--- src/rtl/axis_pattern_gen_pkg.sv ---
// Shared state encodings and PRBS-31 (x^31 + x^28 + 1) constants for axis_pattern_gen.
package axis_pattern_gen_pkg;

    typedef enum logic [1:0] {
        ST_IDLE = 2'd0,
        ST_SEND = 2'd1,
        ST_GAP  = 2'd2,
        ST_DONE = 2'd3
    } state_t;

    localparam int unsigned PKTS_W      = 16;
    localparam int unsigned PRBS_W      = 31;
    localparam int unsigned PRBS_TAP_HI = 30;
    localparam int unsigned PRBS_TAP_LO = 27;
    localparam logic [PRBS_W-1:0] PRBS_SEED = '1;

    // One Fibonacci step: feedback bit shifts in at the LSB.
    function automatic logic [PRBS_W-1:0] prbs31_next(input logic [PRBS_W-1:0] s);
        return {s[PRBS_W-2:0], s[PRBS_TAP_HI] ^ s[PRBS_TAP_LO]};
    endfunction

endpackage

--- src/rtl/axis_pattern_gen_if.sv ---
// AXI-Stream bundle used by the pattern generator (master drives, slave returns tready).
interface axis_pattern_gen_if #(
    parameter int unsigned BUS_WIDTH  = 2,
    parameter int unsigned USER_WIDTH = 1,
    parameter int unsigned DEST_WIDTH = 1
) ();
    logic [BUS_WIDTH*8-1:0] tdata;
    logic                   tvalid;
    logic                   tready;
    logic [BUS_WIDTH-1:0]   tkeep;
    logic                   tlast;
    logic [USER_WIDTH-1:0]  tuser;
    logic [DEST_WIDTH-1:0]  tdest;

    modport master (output tdata, tvalid, tkeep, tlast, tuser, tdest, input tready);
    modport slave  (input tdata, tvalid, tkeep, tlast, tuser, tdest, output tready);
endinterface

--- src/rtl/axis_pattern_gen_lfsr.sv ---
// PRBS-31 state register, seeded all-ones; advances one step per asserted step.
// Only instantiated when AXIS_PATTERN_GEN_PRBS_EN is defined.
module axis_pattern_gen_lfsr
    import axis_pattern_gen_pkg::*;
(
    input  logic              clk,
    input  logic              rst_n,
    input  logic              step,
    output logic [PRBS_W-1:0] state
);
    always_ff @(posedge clk or negedge rst_n) begin
        if (!rst_n)    state <= PRBS_SEED;
        else if (step) state <= prbs31_next(state);
    end
endmodule

--- src/rtl/axis_pattern_gen.sv ---
// AXI-Stream packet generator: ramp payload, optional PRBS-31 payload when
// AXIS_PATTERN_GEN_PRBS_EN is defined (adds the mode input).
module axis_pattern_gen
    import axis_pattern_gen_pkg::*;
#(
    parameter int unsigned BUS_WIDTH  = 2,
    parameter int unsigned USER_WIDTH = 1,
    parameter int unsigned DEST_WIDTH = 1,
    parameter int unsigned PKT_LEN    = 16,
    parameter int unsigned GAP        = 0,
    parameter int unsigned STEP       = 1
) (
    input  logic              aclk,
    input  logic              arstn,
    input  logic              en,
    input  logic [PKTS_W-1:0] pkts,
`ifdef AXIS_PATTERN_GEN_PRBS_EN
    input  logic              mode,
`endif
    output logic              done,
    axis_pattern_gen_if.master m_axis
);
    localparam int unsigned DW = BUS_WIDTH * 8;
    localparam int unsigned BW = (PKT_LEN > 1) ? $clog2(PKT_LEN) : 1;
    localparam int unsigned GW = (GAP > 1) ? $clog2(GAP) : 1;
    localparam logic [BW-1:0]         BEAT_LAST     = BW'(PKT_LEN - 1);
    localparam logic [GW-1:0]         GAP_LAST      = GW'((GAP != 0) ? GAP - 1 : 0);
    localparam logic                  LAST_ON_FIRST = (PKT_LEN == 1);
    localparam logic [USER_WIDTH-1:0] USER_FIRST    = USER_WIDTH'(1);

    state_t                state_q;
    logic [DW-1:0]         tdata_q;
    logic [BUS_WIDTH-1:0]  tkeep_q;
    logic                  tvalid_q;
    logic                  tlast_q;
    logic [USER_WIDTH-1:0] tuser_q;
    logic [DEST_WIDTH-1:0] tdest_q;
    logic [BW-1:0]         beat_q;
    logic [GW-1:0]         gap_q;
    logic [PKTS_W-1:0]     pkt_q;
    logic [PKTS_W-1:0]     pkts_q;
    logic [DW-1:0]         ramp_q;

    logic              accept;
    logic              ramp_step;
    logic [DW-1:0]     ramp_nx;
    logic [PKTS_W-1:0] pkt_nx;
    logic [DW-1:0]     start_data;
    logic [DW-1:0]     resume_data;
    logic [DW-1:0]     next_data;

    assign accept  = tvalid_q & m_axis.tready;
    assign ramp_nx = ramp_q + DW'(STEP);
    assign pkt_nx  = pkt_q + PKTS_W'(1);

`ifdef AXIS_PATTERN_GEN_PRBS_EN
    logic              mode_q;
    logic [PRBS_W-1:0] prbs_state;

    // Truncate or replicate the 31-bit state across the data bus.
    function automatic logic [DW-1:0] prbs_fmt(input logic [PRBS_W-1:0] s);
        logic [DW-1:0] d;
        d = '0;
        for (int unsigned i = 0; i < DW; i++) d[i] = s[i % PRBS_W];
        return d;
    endfunction

    axis_pattern_gen_lfsr u_lfsr (
        .clk   (aclk),
        .rst_n (arstn),
        .step  (accept & mode_q),
        .state (prbs_state)
    );

    // start_data sees the live mode input because mode is latched on that same edge.
    assign ramp_step   = accept & ~mode_q;
    assign start_data  = mode   ? prbs_fmt(prbs_state) : ramp_q;
    assign resume_data = mode_q ? prbs_fmt(prbs_state) : ramp_q;
    assign next_data   = mode_q ? prbs_fmt(prbs31_next(prbs_state)) : ramp_nx;

    always_ff @(posedge aclk or negedge arstn) begin
        if (!arstn)                        mode_q <= 1'b0;
        else if (state_q == ST_IDLE && en) mode_q <= mode;
    end
`else
    assign ramp_step   = accept;
    assign start_data  = ramp_q;
    assign resume_data = ramp_q;
    assign next_data   = ramp_nx;
`endif

    // Ramp holds the value of the beat currently presented (or next to be presented).
    always_ff @(posedge aclk or negedge arstn) begin
        if (!arstn)         ramp_q <= '0;
        else if (ramp_step) ramp_q <= ramp_nx;
    end

    always_ff @(posedge aclk or negedge arstn) begin
        if (!arstn) begin
            state_q  <= ST_IDLE;
            tdata_q  <= '0;
            tkeep_q  <= '0;
            tvalid_q <= 1'b0;
            tlast_q  <= 1'b0;
            tuser_q  <= '0;
            tdest_q  <= '0;
            beat_q   <= '0;
            gap_q    <= '0;
            pkt_q    <= '0;
            pkts_q   <= '0;
            done     <= 1'b0;
        end else begin
            case (state_q)
                ST_IDLE: begin
                    if (en) begin
                        state_q  <= ST_SEND;
                        pkts_q   <= pkts;
                        pkt_q    <= '0;
                        beat_q   <= '0;
                        tvalid_q <= 1'b1;
                        tdata_q  <= start_data;
                        tkeep_q  <= '1;
                        tlast_q  <= LAST_ON_FIRST;
                        tuser_q  <= USER_FIRST;
                        tdest_q  <= '0;
                    end
                end
                ST_SEND: begin
                    if (accept && tlast_q) begin
                        // End of packet: stop, pause, gap, or run straight into the next one.
                        if (pkts_q != '0 && pkt_nx == pkts_q) begin
                            state_q  <= ST_DONE;
                            tvalid_q <= 1'b0;
                            tlast_q  <= 1'b0;
                            tuser_q  <= '0;
                            done     <= 1'b1;
                        end else if (!en) begin
                            state_q  <= ST_IDLE;
                            tvalid_q <= 1'b0;
                            tlast_q  <= 1'b0;
                            tuser_q  <= '0;
                        end else if (GAP != 0) begin
                            state_q  <= ST_GAP;
                            gap_q    <= '0;
                            pkt_q    <= pkt_nx;
                            tvalid_q <= 1'b0;
                            tlast_q  <= 1'b0;
                            tuser_q  <= '0;
                        end else begin
                            pkt_q    <= pkt_nx;
                            beat_q   <= '0;
                            tdata_q  <= next_data;
                            tlast_q  <= LAST_ON_FIRST;
                            tuser_q  <= USER_FIRST;
                            tdest_q  <= DEST_WIDTH'(pkt_nx);
                        end
                    end else if (accept) begin
                        beat_q  <= BW'(beat_q + 1'b1);
                        tdata_q <= next_data;
                        tlast_q <= (BW'(beat_q + 1'b1) == BEAT_LAST);
                        tuser_q <= '0;
                    end
                end
                ST_GAP: begin
                    if (gap_q == GAP_LAST) begin
                        state_q  <= ST_SEND;
                        beat_q   <= '0;
                        tvalid_q <= 1'b1;
                        tdata_q  <= resume_data;
                        tkeep_q  <= '1;
                        tlast_q  <= LAST_ON_FIRST;
                        tuser_q  <= USER_FIRST;
                        tdest_q  <= DEST_WIDTH'(pkt_q);
                    end else begin
                        gap_q <= GW'(gap_q + 1'b1);
                    end
                end
                ST_DONE: begin
                    if (!en) begin
                        state_q <= ST_IDLE;
                        done    <= 1'b0;
                    end
                end
                default: state_q <= ST_IDLE;
            endcase
        end
    end

    assign m_axis.tdata  = tdata_q;
    assign m_axis.tkeep  = tkeep_q;
    assign m_axis.tvalid = tvalid_q;
    assign m_axis.tlast  = tlast_q;
    assign m_axis.tuser  = tuser_q;
    assign m_axis.tdest  = tdest_q;

endmodule

--- src/flat_wrapper.sv ---
// flat-port wrapper written by rule: the top's interface ports become plain ports
module axis_pattern_gen_flat import axis_pattern_gen_pkg::*;
#(
    parameter int unsigned BUS_WIDTH  = 2,
    parameter int unsigned USER_WIDTH = 1,
    parameter int unsigned DEST_WIDTH = 1,
    parameter int unsigned PKT_LEN    = 16,
    parameter int unsigned GAP        = 0,
    parameter int unsigned STEP       = 1
)
  (aclk, arstn, en, pkts, done, m_axis_tdata, m_axis_tvalid, m_axis_tkeep, m_axis_tlast, m_axis_tuser, m_axis_tdest, m_axis_tready);
  axis_pattern_gen_if #(.BUS_WIDTH(BUS_WIDTH), .USER_WIDTH(USER_WIDTH), .DEST_WIDTH(DEST_WIDTH)) m_axis_i ();
  input  logic aclk;
  input  logic arstn;
  input  logic en;
  input  logic [PKTS_W-1:0] pkts;
  output logic done;
  output wire logic [$bits(m_axis_i.tdata)-1:0] m_axis_tdata;
  output wire logic [$bits(m_axis_i.tvalid)-1:0] m_axis_tvalid;
  output wire logic [$bits(m_axis_i.tkeep)-1:0] m_axis_tkeep;
  output wire logic [$bits(m_axis_i.tlast)-1:0] m_axis_tlast;
  output wire logic [$bits(m_axis_i.tuser)-1:0] m_axis_tuser;
  output wire logic [$bits(m_axis_i.tdest)-1:0] m_axis_tdest;
  input wire logic [$bits(m_axis_i.tready)-1:0] m_axis_tready;
  assign m_axis_tdata = m_axis_i.tdata;
  assign m_axis_tvalid = m_axis_i.tvalid;
  assign m_axis_tkeep = m_axis_i.tkeep;
  assign m_axis_tlast = m_axis_i.tlast;
  assign m_axis_tuser = m_axis_i.tuser;
  assign m_axis_tdest = m_axis_i.tdest;
  assign m_axis_i.tready = m_axis_tready;
  axis_pattern_gen #(.BUS_WIDTH(BUS_WIDTH), .USER_WIDTH(USER_WIDTH), .DEST_WIDTH(DEST_WIDTH), .PKT_LEN(PKT_LEN), .GAP(GAP), .STEP(STEP)) u_core (.aclk(aclk), .arstn(arstn), .en(en), .pkts(pkts), .done(done), .m_axis(m_axis_i));
endmodule
--- config.mk ---
export PLATFORM = sky130hd
export DESIGN_NAME = axis_pattern_gen_flat
export DESIGN_NICKNAME = d
export VERILOG_FILES = /design/src/rtl/axis_pattern_gen_pkg.sv /design/src/rtl/axis_pattern_gen_if.sv /design/src/rtl/axis_pattern_gen_lfsr.sv /design/src/rtl/axis_pattern_gen.sv /design/src/flat_wrapper.sv
export SDC_FILE = /design/constraint.sdc
export NUM_CORES = 1
export LEC_CHECK = 0
export BUFFER_PORTS_ARGS = -buffer_cell sky130_fd_sc_hd__buf_2
export CAP_MARGIN = 10
export CORE_MARGIN = 2
export CORE_UTILIZATION = 59
export DETAILED_ROUTE_END_ITERATION = 7
export PLACE_DENSITY = 0.83
export SYNTH_ARGS = -nofsm -noshare
export SYNTH_HDL_FRONTEND = slang
export SYNTH_SLANG_ARGS = --single-unit
export TNS_END_PERCENT = 1
--- constraint.sdc ---
create_clock -name aclk -period 2.89 [get_ports aclk]
set_input_delay 0.289 -clock aclk [delete_from_list [all_inputs] [get_ports aclk]]
set_output_delay 0.289 -clock aclk [all_outputs]
set_load 0.03 [all_outputs]
==> impl_results.md, run 1 <==
- Synth Instances: approximately 440
- RSZ-0062 raised after global routing: yes
- Fin. max-slew vios: 0
- Max Cap Viol: 0
- Syn Nets: between 400 and 500
- Number of buffers created by CTS: 9
- Final period util: 97.9%
- Vias in the first global route: roughly 3500
- CP top delay family: simple AND/OR/NAND/NOR gates
- Clock Skew: 15.4 ps
- Routed wire length: 9800 um
- CTS tree: built
- Antenna cells: 0
- Final core utilization: 68.4%
- Slowest-stage cell, CP: or3_4
- Avg Synthesized Cell Area: between 9 and 10 um^2
- Initial antenna violation count: 0
- Number of synthesized flops with an enable pin: 0
- Post-CTS Setup Inserts: 0
- CTS clk-pin slew, worst paths: ~80 ps
- Global route total overflow: 0
- Pwr Density: 781 nW/um^2
- R2R cell count: 10
- Final hold violation count: 0
- Compound-Gate Fraction of Synth Area: ~14%
- Post-synthesis mux area share: between 5 and 6%
- Worst-skew pair later-pin latency: around 360 ps
- Clk sink count: 76
- Worst-path fanout max: 8
- Iter 0 DRT Violations: 330
- Final setup viols: 0
- Post-synthesis simple-gate area fraction: slightly below 20%
- Post-route DRC: 0
- Critical path data required time: between 3000 and 4000 ps
- DR WL/cell: roughly 17 um
- CP cell instances: ha_1 -> nand3_2 -> or3_4 -> xnor2_1 -> nor3_2 -> a41oi_4 -> nand3_4 -> buf_4 -> or3_1 -> o21ai_0
- Synth-to-layout area growth: 13.3%
- CP bufs+invs: 1
- Crit start category: register
- Fin crit period: between 2000 and 3000 ps
- Largest net degree at the start of global routing: between 70 and 80
- Via count: about 3600
- Hold Path Class: input port to asynchronous set/reset pin
- Post-detail-place hpwl: ~6900 um
- Root Buffer: clkbuf_8
- Setup Crit Path Kind: register to register
- Layout cells sized above 1: ~23%
- Critical path depth in cells: 10
- CTS max path bufs: 2
- First-pass detailed-route iteration total: 5
- Rows: 31
- Total GRT Usage: 25.8%
- Routed Antenna Nets: 0
- Mapped Area: approximately 4300 um^2
- R2r setup slk: just over 60 ps
- Routed vias/inst: about 6
- Main combinational cell family by area after synthesis: simple AND/OR/NAND/NOR gates
- Area contributors post-synth: dfrtp_1, xnor2_1, nand2_1
- Fmax: ~0.35 GHz
- Yosys top cell by area: dfrtp_1
- Worst setup EP type: register
- Final Instance Area: ~5000 um^2
- Die Ht: 89.7 um
- Setup WS post-layout: 61.2 ps
- Worst path max stage delay: roughly 460 ps
- DP Area: roughly 4700 um^2
- Ports: 43
- Routability cong.: 0.953
- Slew @ Worst Pin: 947 ps
- I/O Buffers: 42
- Crit path DAT: roughly 3100 ps
- Core box area: roughly 7200 um^2
- Worst flop-to-flop path endpoint: u_core.pkt_q[13]
- Nets: a little over 500
- Die footprint: a little over 8000 um^2
- Starting Density: around 60%
- Yosys Warn Count: 0
- Share of the synthesized area in the top cell type: ~44%
- Post-synthesis xor/xnor area fraction: 9.90%
- Seq cells post-synth: 76
- Setup WS pre-CTS: between 15 and 20 ps
- Adder-Cell Fraction of Synth Area: ~2.3%
- Slew headroom: ~37%
- H-tree Lvls: 3
- TNS Setup: 0 ps
- Maximum vdd ir drop: between 0.0006 and 0.0007 V
- FFs w/ async S/R, synth: 100%
- Leakage: just over 2 nW
- Chip width: 89.7 um
- Post-synth top flop: dfrtp_1
- Sequential share of the synthesized area: 43.9%
- Distinct cells, synth: between 60 and 70
- Worst r2r src: u_core.pkt_q[1]
- Status: complete, no violations
- Tot Pwr: ~0.0038 W
- First-pass GRT wire length: 17000 um
## placed cells by master (no fill, tap or decap), types with 2 or more instances in the layout
| cell | n |
|---|---|
| mux2i_1 | 4 |
| nand2b_1 | 4 |
| xnor2_1 | 33 |
| o2bb2ai_1 | 3 |
| or3_4 | 2 |
| clkbuf_8 | 10 |
| dfrtp_1 | 74 |
| and3_1 | 11 |
| and4_1 | 2 |
| nand2_1 | 64 |
| o21ai_1 | 19 |
| inv_1 | 15 |
| nand4_1 | 12 |
| nand3_2 | 2 |
| nor4_1 | 10 |
| nor2_1 | 13 |
| nand3_1 | 12 |
| xor2_1 | 16 |
| ha_1 | 8 |
| buf_2 | 41 |
| o31ai_1 | 6 |
| mux2_1 | 2 |
| clkinv_4 | 2 |
| buf_4 | 17 |
| a21o_1 | 5 |
| a21oi_1 | 12 |
| a211oi_1 | 2 |
| nor3_1 | 7 |
| nor2b_1 | 2 |
| o21ai_0 | 16 |
| o311ai_0 | 5 |
| dfrtp_2 | 2 |
| o22ai_1 | 3 |
| mux2_2 | 16 |
| clkinvlp_4 | 2 |
| or2_2 | 3 |
| or3_1 | 4 |
## cell usage after synthesis (2+ instances only)
cell type,n
nand3_1,13
a311oi_2,2
buf_2,6
nor3_1,8
xnor2_1,33
or3_1,4
dfrtp_1,76
xor2_1,16
o21ai_1,19
and3_1,11
nand2_1,64
mux2i_1,4
o2bb2ai_1,3
ha_1,8
nand2b_1,4
or3_4,2
clkbuf_1,8
mux2_2,16
or2_2,3
buf_6,2
nor2_1,13
a21o_1,5
and4_1,2
nor2b_1,2
and2_1,2
a211oi_1,2
o31ai_1,6
a21oi_1,12
inv_1,15
buf_4,7
mux2_1,2
nand4_1,12
o21ai_0,16
o311ai_0,5
o22ai_1,3
nor4_1,10
## sequential cells by signal, indices dropped and copies added (netlist names)
| name | count |
|---|---|
| u_core.m_axis.tkeep | 1 |
| u_core.m_axis.tlast | 1 |
| u_core.pkt_q | 16 |
| u_core.done | 1 |
| u_core.state_q | 2 |
| u_core.m_axis.tdata | 16 |
| u_core.m_axis.tdest | 1 |
| u_core.ramp_q | 16 |
| u_core.m_axis.tuser | 1 |
| u_core.beat_q | 4 |
| u_core.m_axis.tvalid | 1 |
| u_core.pkts_q | 16 |
## where the power goes
part / total [W] / leakage, nW / internal (W) / switching [W]
clock network: 0.000842 / 0.0991 / 0.000428 / 0.000414
registers: 0.00158 / 0.979 / 0.00131 / 0.000270
logic: 0.00142 / 1.00 / 0.000581 / 0.000834
## layer usage
layer  vias to the layer above  part of all wire [%]  global-route usage, %
li1                       1666                     -                      -
met1                      1700                    43                   35.1
met2                       167                    47                   40.2
met3                        42                   6.7                   5.03
met4                         0                   3.2                   11.8
met5                         -                     0                      0
## area by class of cell
cell class | count | area (um^2)
Multi-Input combinational cell | 328 | 2260
Fill cell | 553 | 2260
Sequential cell | 76 | 1900
Timing Repair Buffer | 59 | 353
Clock buffer | 10 | 138
Tap cell | 99 | 124
Clock inverter | 6 | 71.3
Inverter | 15 | 56.3
## worst max path at each step
| stage | start | to | slack [ps] |
|---|---|---|---|
| after floorplan | u_core.pkt_q[1] | u_core.pkt_q[5] | 230 |
| after global placement | u_core.pkt_q[1] | u_core.done | 90 |
| after detailed placement | u_core.pkt_q[1] | u_core.pkt_q[3] | 20 |
| after CTS | u_core.pkt_q[1] | u_core.pkt_q[3] | 20 |
| after global routing | u_core.pkt_q[1] | u_core.m_axis.tdata[9] | -70 |
| final | u_core.pkt_q[1] | u_core.pkt_q[13] | 60 |
## per-stage QoR
stage	instances	hold slack, ps
after floorplan	444	-6.59
after global routing	593	157
final	593	66.3
after CTS	593	107
after detailed placement	577	470
after global placement	577	460
## kinds of logic after synthesis
| kind of cell | after synthesis |
|---|---|
| compound gates | 89 |
| xor+xnor | 49 |
| fa+ha+maj | 8 |
| buf+inv | 40 |
| flops | 76 |
| mux | 22 |
| simple gates | 160 |
## timing repair
action,4_1_cts,5_1_grt
hold buffers,0,0
pin swaps,0,0
resized for setup,1,6
setup endpoints to repair,6,39
Note: power is estimated with default switching activity, not from simulation.
==> run 2: changes to the inputs <==
--- a/config.mk
+++ b/config.mk
@@ -8,9 +8,9 @@
 export BUFFER_PORTS_ARGS = -buffer_cell sky130_fd_sc_hd__buf_2
 export CAP_MARGIN = 10
 export CORE_MARGIN = 2
-export CORE_UTILIZATION = 59
+export CORE_UTILIZATION = 55
 export DETAILED_ROUTE_END_ITERATION = 7
-export PLACE_DENSITY = 0.83
+export PLACE_DENSITY = 0.78
 export SYNTH_ARGS = -nofsm -noshare
 export SYNTH_HDL_FRONTEND = slang
 export SYNTH_SLANG_ARGS = --single-unit
==> run 2 against run 1 <==
  * Combinational power up 3%
  * First-iteration DRC count down 21%
  * Sequential power about the same
  * Design area up 1.6%
  * Flip-flop and latch count unchanged
  * Setup slack better by 69 ps
  * Core utilization down 3.5 points
  * Sequential share of layout area down 0.60 points
  * Clock-buffer cell count unchanged
  * Total power about the same
  * Global-route usage down 2.4 points
  * Critical endpoint is now u_core.pkt_q[15]
  * Largest cell class unchanged
==> impl_results.md, run 2 (synthesized netlist as in run 1, its figures left out) <==
- Status: complete, no violations
- Setup WS pre-CTS: -101 ps (-116 ps)
- Final period util: 95.5% (-2.4 points)
- Fin crit period: 2760 ps (-69.1 ps)
- Final setup viols: 0 (unchanged)
- Ports: 43 (unchanged)
- Worst setup EP type: register
- Most frequent CP cell: buf_4
- Maximum vdd ir drop: 0.000609 V (-1.8%)
- Total GRT Usage: 23.4% (-2.4 points)
- Worst r2r src: u_core.pkt_q[0]
- Routed wire length: 9710 um (-0.87%)
- Critical path depth in cells: 11 (+1)
- Fin. max-slew vios: 0 (unchanged)
- Initial antenna violation count: 0 (unchanged)
- Hold Path Class: input port to asynchronous set/reset pin
- Slowest-stage cell, CP: dfrtp_1
- Setup WS post-layout: 130 ps (+69.1 ps)
- R2r setup slk: 130 ps (+70 ps)
- CP top delay family: compound AO/OA/AOI/OAI gates
- CTS clk-pin slew, worst paths: 80 ps (about the same)
- Worst setup path end: u_core.pkt_q[15]
- Nets: 527 (+1.9%)
- Tot Pwr: 0.00384 W (about the same)
- DP Area: 4710 um^2 (+0.88%)
- Routed Antenna Nets: 0 (unchanged)
- Most common cell after layout, fill and taps aside: dfrtp_1
- First-pass detailed-route iteration total: 5 (unchanged)
- Pwr Density: 769 nW/um^2 (-1.6%)
- Worst path max stage delay: 410 ps (-50 ps)
- Die Ht: 92.8 um (+3.4%)
- Largest net degree at the start of global routing: 77 (unchanged)
- Core box area: 7690 um^2 (+7.1%)
- CTS tree: built
- Hold Buf Count CTS: 0 (unchanged)
- Starting Density: 56.4% (-4.0 points)
- Global route total overflow: 0 (unchanged)
- Routability cong.: 0.984 (+3.2%)
- Synth-to-layout area growth: 15.1%
- Clk sink count: 76 (unchanged)
- Max Cap Viol: 0 (unchanged)
- Setup Crit Path Kind: register to register
- Slew headroom: 36.6% (-0.27 points)
- CP bufs+invs: 2 (+1)
- Via count: 3520 (-1.5%)
- Crit path DAT: 3000 ps (-100 ps)
- Final core utilization: 64.9% (-3.5 points)
- I/O Buffers: 42 (unchanged)
- Slew @ Worst Pin: 951 ps (+4.12 ps)
- Final hold violation count: 0 (unchanged)
- Clock Skew: 11.7 ps (-3.60 ps)
- Final Instance Area: 4990 um^2 (+1.6%)
- Worst setup path start: u_core.pkt_q[0]
- DR WL/cell: 16.0 um (-3.0%)
- TNS Setup: 0 ps (unchanged)
- Rows: 32 (+3.2%)
- Antenna cells: 0 (unchanged)
- Post-route DRC: 0 (unchanged)
- CP cell instances: ha_1 -> xor2_1 -> a211oi_2 -> o311ai_0 -> buf_4 -> nor4_4 -> a41oi_4 -> nand3_4 -> buf_4 -> a21oi_1 -> a21o_1
- Worst-skew pair later-pin latency: 360 ps (about the same)
- Chip width: 92.8 um (+3.4%)
- Routed vias/inst: 5.81 (-3.7%)
- Layout cells sized above 1: 25.2% (+2.5 points)
- First-pass GRT wire length: 15700 um (-7.7%)
- Die footprint: 8610 um^2 (+6.9%)
- Critical path data required time: 3130 ps (-30 ps)
- Fmax: 0.362 GHz (+2.5%)
- Leakage: 2.13 nW (+2.3%)
- Number of buffers created by CTS: 9 (unchanged)
- H-tree Lvls: 3 (unchanged)
- Post-detail-place hpwl: 6800 um (-0.69%)
- Root Buffer: clkbuf_8
- Worst-path fanout max: 9 (+1)
- Crit start category: register
- R2R cell count: 11 (+1)
- Worst flop-to-flop path endpoint: u_core.pkt_q[15]
- CTS max path bufs: 2 (unchanged)
- Vias in the first global route: 3247 (-7.7%)
- Commonest non-fill, non-tap cells in the layout: dfrtp_1, nand2_1, buf_2
- Iter 0 DRT Violations: 262 (-21%)
run 2: cell count changes in the layout (fill, tap and decap cells not counted), sizes merged:
cell,previous run,this run
clkinvlp,2,0
buf,59,69
clkinv,2,4
run 2: layout make-up:
| type | count | area, um^2 |
|---|---|---|
| inverter | 15 | 56.3 |
| clock inverter | 6 | 62.6 |
| clock buffer | 10 | 128 |
| tap | 102 | 128 |
| multi-input combinational | 328 | 2280 |
| sequential | 76 | 1910 |
| fill | 623 | 2700 |
| timing repair buffer | 69 | 428 |
run 2: how the worst min path moves through the flow:
stage | from | end | slack (ps) | cells after the start
after floorplan | arstn | u_core.beat_q[0] | -7 | 0
after global placement | u_core.m_axis.tdata[12] | u_core.m_axis.tdata[12] | 470 | 2
after detailed placement | u_core.m_axis.tuser | u_core.m_axis.tuser | 470 | 1
after CTS | arstn | u_core.pkts_q[12] | 130 | 1
after global routing | pkts[6] | u_core.pkts_q[6] | 160 | 2
final | arstn | u_core.pkts_q[11] | 70 | 1
run 2: metal layers:
metal	routed length, um	up-vias	part of all wire (%)	GRT usage (%)
li1	-	1694	-	-
met1	4480	1694	46	33.3
met2	4470	113	46	34.8
met3	498	19	5.1	3.17
met4	259	0	2.7	12.4
met5	0	-	0	0
run 2: repair_timing:
item / in CTS / in global routing
pin swaps: 1 / 5
hold endpoints to repair: 0 / 0
gates cloned: 0 / 0
buffers inserted: 2 / 3
resized for setup: 0 / 13
setup endpoints to repair: 18 / 36
run 2: power by group:
part | switching [W] | internal (W) | total, W
combinational | 0.000850 | 0.000609 | 0.00146
sequential | 0.000268 | 0.00131 | 0.00158
clock | 0.000400 | 0.000399 | 0.000799
total | 0.00152 | 0.00232 | 0.00384
run 2: stage by stage:
| stage | hold WS [ps] | std cells |
|---|---|---|
| floorplan | -6.59 | 444 |
| global placement | 466 | 585 |
| detailed placement | 468 | 585 |
| CTS | 129 | 603 |
| global route | 163 | 606 |
| finish | 71.5 | 606 |
==> run 3: changes to the inputs <==
--- a/config.mk
+++ b/config.mk
@@ -11,6 +11,7 @@
 export CORE_UTILIZATION = 55
 export DETAILED_ROUTE_END_ITERATION = 7
 export PLACE_DENSITY = 0.78
+export SETUP_SLACK_MARGIN = 0.5
 export SYNTH_ARGS = -nofsm -noshare
 export SYNTH_HDL_FRONTEND = slang
 export SYNTH_SLANG_ARGS = --single-unit
==> run 3 against run 2 <==
  * First-iteration DRC count is 8.8% lower
  * Critical path depth stayed put
  * Setup slack better by 44 ps
  * Design area is 5.6% higher
  * Total power is 4.7% higher
  * Combinational power is 13% higher
  * Critical path type unchanged
  * Largest power group is now combinational logic
==> impl_results.md, run 3 (synthesized netlist as in run 1, its figures left out) <==
- Status: complete, no violations
- Ports: 43 (unchanged)
- DP Area: 4740 um^2 (+0.66%)
- CTS clk-pin slew, worst paths: 90 ps (about the same)
- Worst setup EP type: register
- Fin crit period: 2720 ps (-43.7 ps)
- CTS tree: built
- Die Ht: 92.8 um (unchanged)
- Iter 0 DRT Violations: 239 (-8.8%)
- Die footprint: 8610 um^2 (unchanged)
- Synth-to-layout area growth: 21.6%
- Initial antenna violation count: 0 (unchanged)
- Most common cell after layout, fill and taps aside: dfrtp_1
- TNS Setup: 0 ps (unchanged)
- I/O Buffers: 42 (unchanged)
- Root Buffer: clkbuf_8
- RSZ-0062 raised after global routing: yes
- Critical path data required time: 3140 ps (about the same)
- Antenna cells: 0 (unchanged)
- Placed instance count: 583 (-0.34%)
- Pwr Density: 762 nW/um^2 (-0.83%)
- Global route total overflow: 0 (unchanged)
- Psw: 0.00166 W (+9.1%)
- Slew @ Worst Pin: 950 ps (-0.661 ps)
- Final period util: 94.0% (-1.5 points)
- DR WL/cell: 17.1 um (+6.5%)
- Maximum vdd ir drop: 0.000672 V (+10%)
- Worst-skew pair later-pin latency: 370 ps (about the same)
- Rows: 32 (unchanged)
- Final hold violation count: 0 (unchanged)
- Internal power component: 0.00236 W (+1.9%)
- Setup Crit Path Kind: register to register
- Fin. max-slew vios: 0 (unchanged)
- Final Instance Area: 5270 um^2 (+5.6%)
- Post-detail-place hpwl: 6840 um (+0.54%)
- Max Cap Viol: 0 (unchanged)
- Final core utilization: 68.6% (+3.6 points)
- Switch share: 41.2% (+1.6 points)
- First-pass detailed-route iteration total: 5 (unchanged)
- First-pass GRT wire length: 16900 um (+7.7%)
- Hold Slack: 58.2 ps (-13.3 ps)
- Fmax: 0.368 GHz (+1.6%)
- Core box area: 7690 um^2 (unchanged)
- Vias in the first global route: 3520 (+8.4%)
- Power share of the clock group: 19.2% (-1.6 points)
- Worst-path fanout max: 8 (-1)
- Chip width: 92.8 um (unchanged)
- Commonest non-fill, non-tap cells in the layout: dfrtp_1, nand2_1, buf_2
- Hold Path Class: input port to asynchronous set/reset pin
- Final setup viols: 0 (unchanged)
- Total GRT Usage: 24.7% (+1.3 points)
- Routed vias/inst: 5.98 (+2.9%)
- Via count: 3723 (+5.8%)
- Largest net degree at the start of global routing: 77 (unchanged)
- Comb power frac: 41.1% (+3.1 points)
- Crit start category: register
- Routability cong.: 0.926 (-5.9%)
- Slew headroom: 36.6% (+0.044 points)
- CTS max path bufs: 2 (unchanged)
- Sequential share of power: 39.7% (-1.4 points)
- Layout cells sized above 1: 30.1% (+4.9 points)
- Number of buffers created by CTS: 9 (unchanged)
- Fin cells: 623 (+2.8%)
- H-tree Lvls: 3 (unchanged)
- Routed Antenna Nets: 0 (unchanged)
- Routed wire length: 10600 um (+9.5%)
- Leakage: 2.25 nW (+5.9%)
- Nets: 544 (+3.2%)
- Clk sink count: 76 (unchanged)
- Starting Density: 56.4% (unchanged)
- Clock Skew: 12.5 ps (+0.741 ps)
- Post-route DRC: 0 (unchanged)
- Crit path DAT: 2960 ps (-40 ps)
run 3: changes by cell type in the layout (fill, tap and decap cells not counted), sizes merged:
cell / change
clkinvlp: +2
inv: +3
nand3: +1
clkinv: -3
clkbuf: +1
buf: +14
bufinv: -1
run 3: worst max-delay path, stage by stage, from the launching register on:
cell and delay [ps]:
dfrtp_1 370, buf_4 130, ha_4 140, nand3_4 90
or3_1 320, a221o_1 390, nor4_4 320, a41oi_4 250
buf_6 190, nand3_4 70, nor3_1 60, a211o_1 260
run 3: stage by stage:
stage               total power (W)  setup WS [ps]
floorplan                   0.00263            324
global placement            0.00296            197
detailed placement          0.00301           70.1
CTS                         0.00381            231
global route                0.00426           81.7
finish                      0.00402            174
run 3: path summary, 6_finish.rpt:
check	slack, ps	to	from	cells past startpoint
setup / recovery	170	u_core.pkt_q[5]	u_core.pkt_q[0]	11
hold reg to reg	480	u_core.m_axis.tdata[15]	u_core.m_axis.tdata[15]	2
hold / removal	60	u_core.pkts_q[9]	arstn	1
setup reg to reg	170	u_core.pkt_q[5]	u_core.pkt_q[0]	11
min in group aclk	150	u_core.pkts_q[10]	pkts[10]	2
max in group asynchronous	2130	u_core.pkt_q[1]	arstn	1
run 3: layer usage:
metal / vias up / track usage [%] / wire length [um]
met5: - / 0 / 0
met4: 0 / 9.07 / 178
met3: 23 / 4.07 / 678
met2: 148 / 39.9 / 5080
met1: 1827 / 33.7 / 4700
li1: 1725 / - / -
run 3: area by class of cell:
cell class                      instances  area (um^2)
Clock buffer                            9          124
Clock inverter                          7         55.1
Fill cell                             572         2420
Inverter                               15         56.3
Multi-Input combinational cell        329         2380
Sequential cell                        76         1910
Tap cell                              102          128
Timing Repair Buffer                   85          616
run 3: power groups by stage:
stage,logic [W],clock network (W),registers (W)
final,0.00165,0.000772,0.00160
after global routing,0.00180,0.000829,0.00163
after CTS,0.00145,0.000777,0.00158
after detailed placement,0.00141,0,0.00160
after global placement,0.00137,0,0.00158
after floorplan,0.000992,0,0.00164
run 3: what timing repair did:
item                                    4_1_cts  5_1_grt
endpoints found under the setup margin       42       42
buffers inserted                             14        6
pin swaps                                     9       13
endpoints found under the hold margin         0        0
gates resized for setup                      16       13
cloned                                        1        3
hold buffers                                  0        0
